### src/rtl/param_datapath.sv
// Accumulator-machine datapath: PC/IR/MAR/MDR/ACC, Z/N/C flags, 8-op ALU,
// plus a wait-state memory handshake that sequences reads and writes.
module param_datapath #(
    parameter int DATA_W = 16,
    parameter int ADDR_W = 8,
    parameter int OP_W   = 8
) (
    input  logic              clk,
    input  logic              rst,
    input  logic              muxPC,
    input  logic              muxMAR,
    input  logic              muxACC,
    input  logic              loadPC,
    input  logic              loadIR,
    input  logic              loadMAR,
    input  logic              loadACC,
    input  logic              loadMDR,
    input  logic              storeMEM,
    input  logic [2:0]        opALU,
    input  logic [DATA_W-1:0] MemQ,
    input  logic              MemAck,
    output logic              zflag,
    output logic              nflag,
    output logic              cflag,
    output logic [OP_W-1:0]   opcode,
    output logic [ADDR_W-1:0] MemAddr,
    output logic [DATA_W-1:0] MemD,
    output logic              mem_rd,
    output logic              mem_wr,
    output logic              busy
);

    typedef enum logic [1:0] {
        ST_IDLE  = 2'd0,
        ST_READ  = 2'd1,
        ST_WRITE = 2'd2
    } mem_state_t;

    mem_state_t        state_r;
    logic [ADDR_W-1:0] pc_r;
    logic [ADDR_W-1:0] mar_r;
    logic [DATA_W-1:0] ir_r;
    logic [DATA_W-1:0] mdr_r;
    logic [DATA_W-1:0] acc_r;
    logic              z_r;
    logic              n_r;
    logic              c_r;
    logic              mem_rd_r;
    logic              mem_wr_r;
    logic              busy_r;

    logic [ADDR_W-1:0] addr_field_s;
    logic [ADDR_W-1:0] pc_next_s;
    logic [ADDR_W-1:0] mar_next_s;
    logic [DATA_W-1:0] alu_s;
    logic              carry_s;
    logic [DATA_W-1:0] acc_next_s;
    logic              c_next_s;

    assign addr_field_s = ir_r[ADDR_W-1:0];

    // ALU: carry_s defaults to the held flag so logic ops leave C untouched
    always_comb begin
        alu_s   = '0;
        carry_s = c_r;
        case (opALU)
            3'b000:  alu_s = mdr_r;
            3'b001:  {carry_s, alu_s} = {1'b0, acc_r} + {1'b0, mdr_r};
            3'b010:  {carry_s, alu_s} = {1'b0, acc_r} - {1'b0, mdr_r};
            3'b011:  alu_s = acc_r & mdr_r;
            3'b100:  alu_s = acc_r | mdr_r;
            3'b101:  alu_s = acc_r ^ mdr_r;
            3'b110: begin
                alu_s   = {acc_r[DATA_W-2:0], 1'b0};
                carry_s = acc_r[DATA_W-1];
            end
            3'b111:  alu_s = ~acc_r;
            default: alu_s = '0;
        endcase
    end

    // Source selection for PC, MAR and ACC
    always_comb begin
        if (muxPC) begin
            pc_next_s = addr_field_s;
        end else begin
            pc_next_s = pc_r + {{(ADDR_W-1){1'b0}}, 1'b1};
        end
        if (muxMAR) begin
            mar_next_s = addr_field_s;
        end else begin
            mar_next_s = pc_r;
        end
        if (muxACC) begin
            acc_next_s = mdr_r;
            c_next_s   = c_r;
        end else begin
            acc_next_s = alu_s;
            c_next_s   = carry_s;
        end
    end

    // Architectural registers and flags
    always_ff @(posedge clk or negedge rst) begin
        if (!rst) begin
            pc_r  <= '0;
            ir_r  <= '0;
            mar_r <= '0;
            acc_r <= '0;
            z_r   <= 1'b0;
            n_r   <= 1'b0;
            c_r   <= 1'b0;
        end else begin
            if (loadPC) begin
                pc_r <= pc_next_s;
            end
            if (loadIR) begin
                ir_r <= mdr_r;
            end
            if (loadMAR) begin
                mar_r <= mar_next_s;
            end
            if (loadACC) begin
                acc_r <= acc_next_s;
                z_r   <= (acc_next_s == '0);
                n_r   <= acc_next_s[DATA_W-1];
                c_r   <= c_next_s;
            end
        end
    end

    // Memory handshake: one transaction at a time, read wins a tie with store
    always_ff @(posedge clk or negedge rst) begin
        if (!rst) begin
            state_r  <= ST_IDLE;
            mdr_r    <= '0;
            mem_rd_r <= 1'b0;
            mem_wr_r <= 1'b0;
            busy_r   <= 1'b0;
        end else begin
            case (state_r)
                ST_IDLE: begin
                    if (loadMDR) begin
                        state_r  <= ST_READ;
                        mem_rd_r <= 1'b1;
                        busy_r   <= 1'b1;
                    end else if (storeMEM) begin
                        state_r  <= ST_WRITE;
                        mem_wr_r <= 1'b1;
                        busy_r   <= 1'b1;
                    end
                end
                ST_READ: begin
                    if (MemAck) begin
                        mdr_r    <= MemQ;
                        state_r  <= ST_IDLE;
                        mem_rd_r <= 1'b0;
                        busy_r   <= 1'b0;
                    end
                end
                ST_WRITE: begin
                    if (MemAck) begin
                        state_r  <= ST_IDLE;
                        mem_wr_r <= 1'b0;
                        busy_r   <= 1'b0;
                    end
                end
                default: begin
                    state_r  <= ST_IDLE;
                    mem_rd_r <= 1'b0;
                    mem_wr_r <= 1'b0;
                    busy_r   <= 1'b0;
                end
            endcase
        end
    end

    assign zflag   = z_r;
    assign nflag   = n_r;
    assign cflag   = c_r;
    assign opcode  = ir_r[DATA_W-1 -: OP_W];
    assign MemAddr = mar_r;
    assign MemD    = acc_r;
    assign mem_rd  = mem_rd_r;
    assign mem_wr  = mem_wr_r;
    assign busy    = busy_r;

endmodule
### config.mk
export PLATFORM = sky130hd
export DESIGN_NAME = param_datapath
export DESIGN_NICKNAME = d
export VERILOG_FILES = /design/src/rtl/param_datapath.sv
export SDC_FILE = /design/constraint.sdc
export NUM_CORES = 1
export LEC_CHECK = 0
export BUFFER_PORTS_ARGS = -buffer_cell sky130_fd_sc_hd__buf_2
export CORE_MARGIN = 10
export CORE_UTILIZATION = 50
export CTS_CLUSTER_SIZE = 20
export DETAILED_ROUTE_END_ITERATION = 8
export GPL_ROUTABILITY_DRIVEN = 0
export PLACE_DENSITY = 0.69
export SLEW_MARGIN = 20
export SYNTH_ARGS = -nofsm -noshare
export SYNTH_HDL_FRONTEND = slang
export SYNTH_SLANG_ARGS = --single-unit
### constraint.sdc
create_clock -name clk -period 8.3 [get_ports clk]
set_clock_uncertainty 0.1 [all_clocks]
set_input_delay 1.245 -clock clk [delete_from_list [all_inputs] [get_ports clk]]
set_output_delay 1.245 -clock clk [all_outputs]
set_load 0.02 [all_outputs]
==> flow_summary.toml, run 1 <==
[critical_path]
r2r-start = "MemD[11]"
cp_num_cells = 10
path_class = "in2reg"
slowest_stage = "buf_2"
crit_buf_inv = 2
ff2ff_setup_slack_ns = 4.68
critical_path.max_fanout = 37
crit_required_ns = 8.48
path_delay_family = "buffers and inverters"
reg2reg_to = "zflag"
path_cells = "buf_2 > clkinv_1 > nand2_1 > nor2_1 > a221o_1 > a211oi_1 > o21ai_0 > nor4_1 > nand3_1 > o2bb2ai_1"
cp.arrival_ns = 4.03
end_kind = "flip-flop"
slowest_delay_ns = 0.54
reg2reg_depth = 11
start_kind = "input port"

[die]
die_w_um = 130
die_area_sq_um = 16900
io_pins = 69
initial_core_util_pct = 50.7
rows = 40
core_region_area_sq_um = 12000
dieHeight_um = 130

[power]
power.leakage_nw = 3.06
ir_drop_v = 0.000207
power_mw = 2.82
power_density_nw_per_um2 = 424

[worst_hold_path]
min_from = "ir_r[13]"
holdPathStages = 1
timing.hold.worst.class = "reg2reg"
holdPathEnd = "ir_r[13]"

[clock_tree]
cts_root_buf = "clkbuf_16"
cts-resized-gates = 0
tritoncts = "yes"
cts_setup_buffers = 0
cts_buffer_depth = 2
worst_skew_pair.late_latency_ns = 0.35
cts.htree.levels = 3
numCtsBuffers = 9
holdBufCountCts = 0
clock_sinks = 71
path_clk_slew_ns = 0.07

[sta]
slew_headroom_pct = 31.2
worst_pin_slew_ns = 1.03
slew_violations = 0
finalSetupViolCount = 0
period_share_pct = 46.4
hold_viol = 0
worst_slack_ns = 4.45
rsz0062_at_grt = "false"
setup-tns-final_ns = 0
final.min_clock_period_ns = 3.85
clock.fmax_mhz = 260

[drt]
drt_first_pass_iters = 6
antenna_left = 0
vias_per_cell = 6.54
drc = 0
routedWlPerCell_um = 20.6
drt_wl_total_mm = 18.0
drt_iter0_drc = 646
vias = 5712

[global_routing]
busiest_layer = "met2"
grt_util_met3_pct = 6.82
grt_start_max_net_pins = 72
grt_pass1_wl_mm = 29.0
grt.overflow.total = 0
grt_antenna_before_repair = 1
gr-usage-met1_pct = 26.8
grt_pass1_vias = 5619
use_met2_pct = 33.4
grt_usage_pct = 21.6

[final_layout]
finalNonFillerCells = 874
synthToLayoutAreaGrowth_pct = 9.51
nets = 809
final_core_util_pct = 55.6
layout-drive-gt1-share_pct = 20.4

[yosys]
syn_inst = 687
ys_ff_latch = 71
ys_async_sr_fraction_pct = 100
ys_types = 76
ys_seq_area_share_pct = 29.3
synth_ff_type = "dfrtp_1"
synth_edf_count = 0
synth_area_sq_um = 6070
synth_top_area_cell = "dfrtp_1"
syn_nets = 775
yosys_warnings = 0
synth.area.top_cells = "dfrtp_1, ha_1, mux2_2"
synth_common_cells = "dfrtp_1, a21oi_1, inv_1, ha_1, nor2_1"
synth.most_common_cell = "dfrtp_1"
post_synth.cell_area_avg_sq_um = 8.83
synth_top_area_share_pct = 29.3

[flow_run]
maxCapViolCount = 0

[placed_design]
dp_hpwl_mm = 13.5
dp.cells = 857
port_buffers = 68
place_ws_ns = 4.22

[outcome]
status = "finished, final reports clean"
-- layout by cell type, fill, tap and decap left out, types with 7 or more instances in the layout --
cell       instances
a31oi_1            7
nor2_1            50
nand3_1           11
dfrtp_1           71
mux4_2             8
mux2i_1           23
inv_1             59
ha_1              55
nor3_1            11
buf_2             67
clkbuf_16          9
a21oi_1           69
a211oi_1          12
o22ai_1            8
mux2_2            34
nand2_1           47
a21o_1             7
o21ai_0           32
-- kinds of logic after synthesis --
family          share of synthesized area, %
simple gates                            12.6
buf+inv                                 7.69
mux                                     13.1
compound gates                          24.5
xor+xnor                               0.866
fa+ha+maj                               12.0
flops                                   29.3
-- layer usage --
metal / up-vias / share of wire, %
li1: 2574 / -
met1: 2673 / 40
met2: 370 / 44
met3: 95 / 11
met4: 0 / 4.8
met5: - / 0
-- through the flow --
| step | instance area, sq um | hold WS (ns) |
|---|---|---|
| floorplan | 6070 | 0.382 |
| detailed placement | 6370 | 0.395 |
| global placement | 6370 | 0.386 |
| finish | 6650 | 0.399 |
| CTS | 6640 | 0.407 |
| global route | 6650 | 0.421 |
-- how the worst max path moves through the flow --
stage | startpoint | endpoint | slack [ns]
detailed placement | opALU[2] | zflag | 4.22
global placement | opALU[2] | zflag | 4.33
floorplan | opALU[0] | zflag | 5.16
finish | opALU[2] | zflag | 4.45
CTS | opALU[2] | zflag | 4.60
global route | opALU[2] | zflag | 4.25
-- worst register-to-register path, stage by stage (launching register included) --
cell	delay, ns
dfrtp_1	0.53
inv_1	0.11
ha_1	0.49
nor4_1	0.56
inv_1	0.08
a211oi_1	0.54
a211o_1	0.23
xor2_1	0.20
o221a_2	0.28
o2111a_1	0.21
nand3_1	0.09
o2bb2ai_1	0.14
-- registers in the layout (all words and copies together) (netlist names) --
signal	count
mem_rd	1
mdr_r	16
busy	1
mem_wr	1
state_r	2
MemD	16
cflag	1
pc_r	8
MemAddr	8
zflag	1
ir_r	16
-- power by group --
group          switching (mW)  total (mW)  internal [mW]
Sequential              0.193       0.694          0.501
Clock                   0.161       0.365          0.204
Combinational            1.08        1.76          0.682
-- final cells by class --
cell class,instances,area (sq um)
Timing Repair Buffer,69,350
Sequential cell,71,1780
Tap cell,147,184
Clock inverter,6,45.0
Antenna cell,1,2.50
Fill cell,1045,5320
Multi-Input combinational cell,508,3820
Inverter,62,233
Clock buffer,10,229
(Power assumes the default switching activity.)
==> inputs of run 2 (changes only) <==
ABC_AREA = 1   (was default)
PLACE_DENSITY = 0.71   (was 0.69)
clock period = 3.4 ns   (was 8.3 ns; I/O delays follow)
==> run 2 against run 1 <==
Net effect:
- critical path depth grew 7
- power rose by 110%
- cell count grew 35%
- combinational power grew 100%
- utilization grew 1.6 points
- final area is 3.7% higher
- sequential share of layout area is 0.95 points lower
==> flow_summary.toml, run 2 <==
[critical_path]
r2r-start = "MemD[0]"
worst_path_most_repeated_cell = "nand2_1"
reg2reg_to = "zflag"
ff2ff_setup_slack_ns = 0.59
path_class = "reg2reg"
crit_required_ns = 3.57
reg2reg_depth = 17
slowest_delay_ns = 0.42
start_kind = "flip-flop"
path_cells = "inv_1 > ha_1 > inv_1 > fa_1 > nand2_1 > nand2_1 > nand2_1 > nor2_1 > nor2_1 > nor2_1 > o21ai_0 > nand3_1 > nand2_1 > nand2_1 > nor2_1 > nand3_1 > nand2_1"
setup.worst_path.end = "zflag"
end_kind = "flip-flop"
critPathLaunch = "MemD[0]"
slowest_stage = "dfrtp_1"
critical_path.max_fanout = 4
cp.arrival_ns = 2.98

[final_layout]
final_common_cell = "nand2_1"
layout_common_cells = "nand2_1, inv_1, nor2_1, dfrtp_1, buf_2"
layout-drive-gt1-share_pct = 10.3
fillers = 1191
nets = 1092
diodes = 0
final_core_util_pct = 57.1
multi_input_area_sq_um = 3680
synthToLayoutAreaGrowth_pct = 11.0
regArea_sq_um = 1780

[clock_tree]
cts-resized-gates = 0
cts_root_buf = "clkbuf_16"
numCtsBuffers = 9
clock_sinks = 71
path_clk_slew_ns = 0.06
cts_buffer_depth = 2
cts.htree.levels = 3
tritoncts = "yes"
worst_skew_pair.late_latency_ns = 0.33
cts_setup_buffers = 0
holdBufCountCts = 0

[drt]
antenna_left = 0
drt_first_pass_iters = 6
drc = 0
drt_wl_total_mm = 18.4
drt_iter0_drc = 660
vias_per_cell = 5.35
routedWlPerCell_um = 15.7
vias = 6293

[power]
clockPowerShare_pct = 17.0
power_density_nw_per_um2 = 871
seqPwrFrac_pct = 23.4
swShare_pct = 51.0
power_frac_comb_pct = 59.5
internal_power_mw = 2.94
power.leakage_nw = 3.70
ir_drop_v = 0.000434
switchingPower_mw = 3.06

[sta]
period_share_pct = 82.5
worst_pin_slew_ns = 0.962
setup-tns-final_ns = 0
rsz0062_at_grt = "false"
slew_violations = 0
final.min_clock_period_ns = 2.81
hold_viol = 0
clock.fmax_mhz = 356
slew_headroom_pct = 35.7
finalSetupViolCount = 0

[die]
initial_core_util_pct = 51.5
rows = 40
die_area_sq_um = 17300
io_pins = 69
core_region_area_sq_um = 12100
die_w_um = 131
dieHeight_um = 131

[outcome]
status = "finished, final reports clean"

[yosys]
synth.most_common_cell = "nand2_1"
synth_area_sq_um = 6210
syn_inst = 962
yosys_warnings = 0
ys_seq_area_share_pct = 28.6
synth_edf_count = 0
synth_common_cells = "nand2_1, inv_1, nor2_1, dfrtp_1, nand3_1"
ys_async_sr_fraction_pct = 100
synth_top_area_share_pct = 28.6
post_synth.cell_area_avg_sq_um = 6.45
synth_top_area_cell = "dfrtp_1"
syn_nets = 1050
synth_ff_type = "dfrtp_1"
ys_ff_latch = 71
ys_types = 40
synth.area.top_cells = "dfrtp_1, nand2_1, ha_1"

[global_routing]
grt_util_met3_pct = 5.64
grt_usage_pct = 21.1
grt_pass1_vias = 6059
grt_start_max_net_pins = 72
grt_pass1_wl_mm = 30.5
use_met2_pct = 32.4
grt.overflow.total = 0
gr-usage-met1_pct = 27.4
grt_antenna_before_repair = 0
busiest_layer = "met2"

[worst_hold_path]
timing.hold.worst.class = "in2async"

[flow_run]
maxCapViolCount = 0

[placed_design]
dp_hpwl_mm = 14.5
port_buffers = 68
-- run 2: cell types whose count changed in the layout (fill, tap and decap cells not counted), sizes merged, moves of 7 or more --
cell,before,now
nand2,47,276
inv,63,139
nor2,51,120
nand3,11,69
mux2,34,0
o21ai,35,62
mux2i,23,0
a211oi,12,1
nand4,2,12
a31oi,8,0
mux4,8,0
a21o,7,0
a311oi,7,0
nor4,7,0
-- run 2: final cells by class --
class | instances | area share [%]
inverter | 140 | 7.66
clock buffer | 11 | 3.67
timing repair buffer | 70 | 5.19
multi-input combinational | 712 | 53.5
sequential | 71 | 25.8
tap | 168 | 3.05
clock inverter | 5 | 1.16
-- run 2: cell families after synthesis --
| group | share of synthesized area [%] |
|---|---|
| adders and majority gates | 11.7 |
| xor gates and xnor gates | 0.423 |
| and+or+nand+nor | 32.8 |
| buffers and inverters | 12.0 |
| DFF | 28.6 |
| AOI/OAI and AO/OA | 14.4 |
-- run 2: power groups by stage --
stage               sequential, mW  clock (mW)  combinational [mW]
floorplan                     1.48           0                2.52
global placement              1.41           0                3.48
detailed placement            1.42           0                3.50
CTS                           1.41        1.04                3.52
global route                  1.45        1.08                4.07
finish                        1.41        1.02                3.57
-- run 2: how the worst min path moves through the flow --
stage | to | slack (ns) | cells past startpoint | start
2_1_floorplan | MemAddr[0] | 0.11 | 0 | rst
3_3_place_gp | zflag | 0.37 | 2 | zflag
3_5_place_dp | zflag | 0.37 | 2 | zflag
4_1_cts | MemD[15] | 0.24 | 1 | rst
5_1_grt | MemD[9] | 0.25 | 1 | rst
6_report | MemD[15] | 0.20 | 1 | rst
-- run 2: routing by layer --
metal / wire length (um) / part of all wire, %
met1: 8230 / 45
met3: 1640 / 8.9
met5: 0 / 0
met4: 611 / 3.3
met2: 7950 / 43
-- run 2: through the flow --
step           total power [mW]  std cells  setup WS (ns)  hold WS (ns)  cell area, sq um
2_1_floorplan              4.00        962           1.07         0.114              6210
3_3_place_gp               4.89       1161          0.634         0.366              6560
3_5_place_dp               4.92       1161          0.663         0.366              6560
4_1_cts                    5.97       1177          0.627         0.236              6890
5_1_grt                    6.60       1177          0.441         0.254              6890
6_report                   6.00       1177          0.593         0.200              6890
-- run 2: critical path: cells and delay by family, from the launching register on --
kind / cells / cell delay [ns]
buf+inv: 2 / 0.25
simple gates: 12 / 1.12
fa+ha+maj: 2 / 0.64
compound gates: 1 / 0.20
flops: 1 / 0.42
==> inputs of run 3 (changes only) <==
PLACE_DENSITY = 0.69   (was 0.71)
clock period = 2.6 ns   (was 3.4 ns; I/O delays follow)
==> run 3 against run 2 <==
Net effect:
- sequential share of layout area fell by 1.5 points
- critical endpoint unchanged
- critical path depth fell by 2
- setup slack worse by 0.53 ns
- cell count increased by 4.2%
==> flow_summary.toml, run 3 (synthesis gave the netlist of run 2 again) <==
[clock_tree]
cts_buffer_depth = 2
tritoncts = "yes"
cts_setup_buffers = 0
worst_skew_pair.late_latency_ns = 0.33
path_clk_slew_ns = 0.06
numCtsBuffers = 9
cts_root_buf = "clkbuf_16"
cts.htree.levels = 3
clock_sinks = 71

[drt]
drt_first_pass_iters = 5
drc = 0
drt_iter0_drc = 633
vias = 6576
vias_per_cell = 5.36
drt_wl_total_mm = 19.7
antenna_left = 0
routedWlPerCell_um = 16.0

[final_layout]
nets = 1142
finalNonFillerCells = 1227
layout-drive-gt1-share_pct = 16.4
fillers = 1183
layout_common_cells = "nand2_1, inv_1, nor2_1, dfrtp_1, buf_2"
synthToLayoutAreaGrowth_pct = 17.8
design_area_sq_um = 7310
diodes = 0
final_common_cell = "nand2_1"

[critical_path]
reg2reg_depth = 15
path_class = "reg2reg"
reg2reg_to = "zflag"
end_kind = "flip-flop"
r2r-start = "mdr_r[13]"
start_kind = "flip-flop"
cp.arrival_ns = 2.70
crit_required_ns = 2.77
critical_path.max_fanout = 8
ff2ff_setup_slack_ns = 0.07

[die]
rows = 40
io_pins = 69
die_w_um = 131
core_region_area_sq_um = 12100
initial_core_util_pct = 51.5
die_area_sq_um = 17300
dieHeight_um = 131

[global_routing]
use_met2_pct = 35.9
grt_util_met3_pct = 4.80
grt_usage_pct = 21.8
grt_pass1_vias = 6229
busiest_layer = "met2"
gr-usage-met1_pct = 27.6
grt_antenna_before_repair = 0
grt_pass1_wl_mm = 31.5
grt_start_max_net_pins = 43
grt.overflow.total = 0

[placed_design]
dp.cells = 1210
place_area_sq_um = 6940
dp_hpwl_mm = 15.5
port_buffers = 68

[sta]
worst_pin_slew_ns = 0.570
final.min_clock_period_ns = 2.53
finalSetupViolCount = 0
slew_violations = 0
rsz0062_at_grt = "true"
slew_headroom_pct = 61.6
hold_viol = 0
clock.fmax_mhz = 395
period_share_pct = 97.5
hold_ws_ns = 0.178

[outcome]
status = "finished, final reports clean"

[power]
power_density_nw_per_um2 = 1140
power.leakage_nw = 3.93
power_mw = 8.34
ir_drop_v = 0.000549

[worst_hold_path]
holdPathStages = 2
min_from = "loadMDR"
timing.hold.worst.class = "in2reg"
holdPathEnd = "state_r[1]"

[flow_run]
maxCapViolCount = 0
[run 3: cell types whose count changed in the layout (fill, tap and decap cells not counted), sizes merged]
cell         delta
clkinvlp        -2
bufinv          -1
buf            +49
clkbuf          +1
inv             +1
clkinv          +1
dlygate4sd3     +1
[run 3: repair_timing]
action	4_1_cts	5_1_grt
setup endpoints to repair	1	4
pin swaps	0	3
hold buffers	1	0
gates resized for setup	1	23
endpoints found under the hold margin	41	0
cloned	0	0
[run 3: how the worst max path moves through the flow]
stage,startpoint,to,cells past startpoint
3_5_place_dp,mdr_r[0],zflag,18
3_3_place_gp,mdr_r[0],zflag,18
5_1_grt,MemD[0],zflag,17
2_1_floorplan,MemD[0],zflag,17
6_report,mdr_r[13],zflag,15
4_1_cts,MemD[0],zflag,17
[run 3: layout make-up]
cell class	instances	area (sq um)	share of cell area (%)
multi-input cells	712	3740	51.1
flip-flops and latches	71	1780	24.3
repair buffers	120	748	10.2
inverters	140	528	7.22
clock buffers	12	256	3.51
well taps	168	210	2.87
clock inverters	4	52.6	0.719
[run 3: through the flow]
stage	setup WS, ns	TNS, ns	utilization [%]
5_1_grt	-0.0853	-0.0853	60.6
6_report	0.0661	0	60.6
3_3_place_gp	0.0106	0	57.5
2_1_floorplan	0.275	0	-
3_5_place_dp	0.0309	0	57.5
4_1_cts	0.00652	0	60.2
[run 3: critical path: stages (launching register included)]
cell and delay, ns:
dfrtp_1 0.40, inv_1 0.08, ha_2 0.43, inv_1 0.08, nor3_1 0.36, and2_1 0.19
nand2_1 0.07, nand2_1 0.07, nand2_1 0.05, nand3_1 0.07, nand3_1 0.14, nand2_1 0.13
nand2_1 0.06, nor2_1 0.12, nand3_1 0.09, nand2_1 0.06
[run 3: where the power goes]
| part | internal (mW) | leakage (nW) | total, mW | switching [mW] |
|---|---|---|---|---|
| Sequential | 1.49 | 0.795 | 1.77 | 0.277 |
| Clock | 0.798 | 0.153 | 1.25 | 0.452 |
| Combinational | 1.86 | 2.99 | 5.32 | 3.46 |
| Total | 4.15 | 3.93 | 8.34 | 4.19 |
[run 3: routing by layer]
layer,part of all wire [%],vias to the layer above
li1,-,3243
met1,42,3008
met2,46,283
met3,8.7,42
met4,2.7,0
met5,0,-
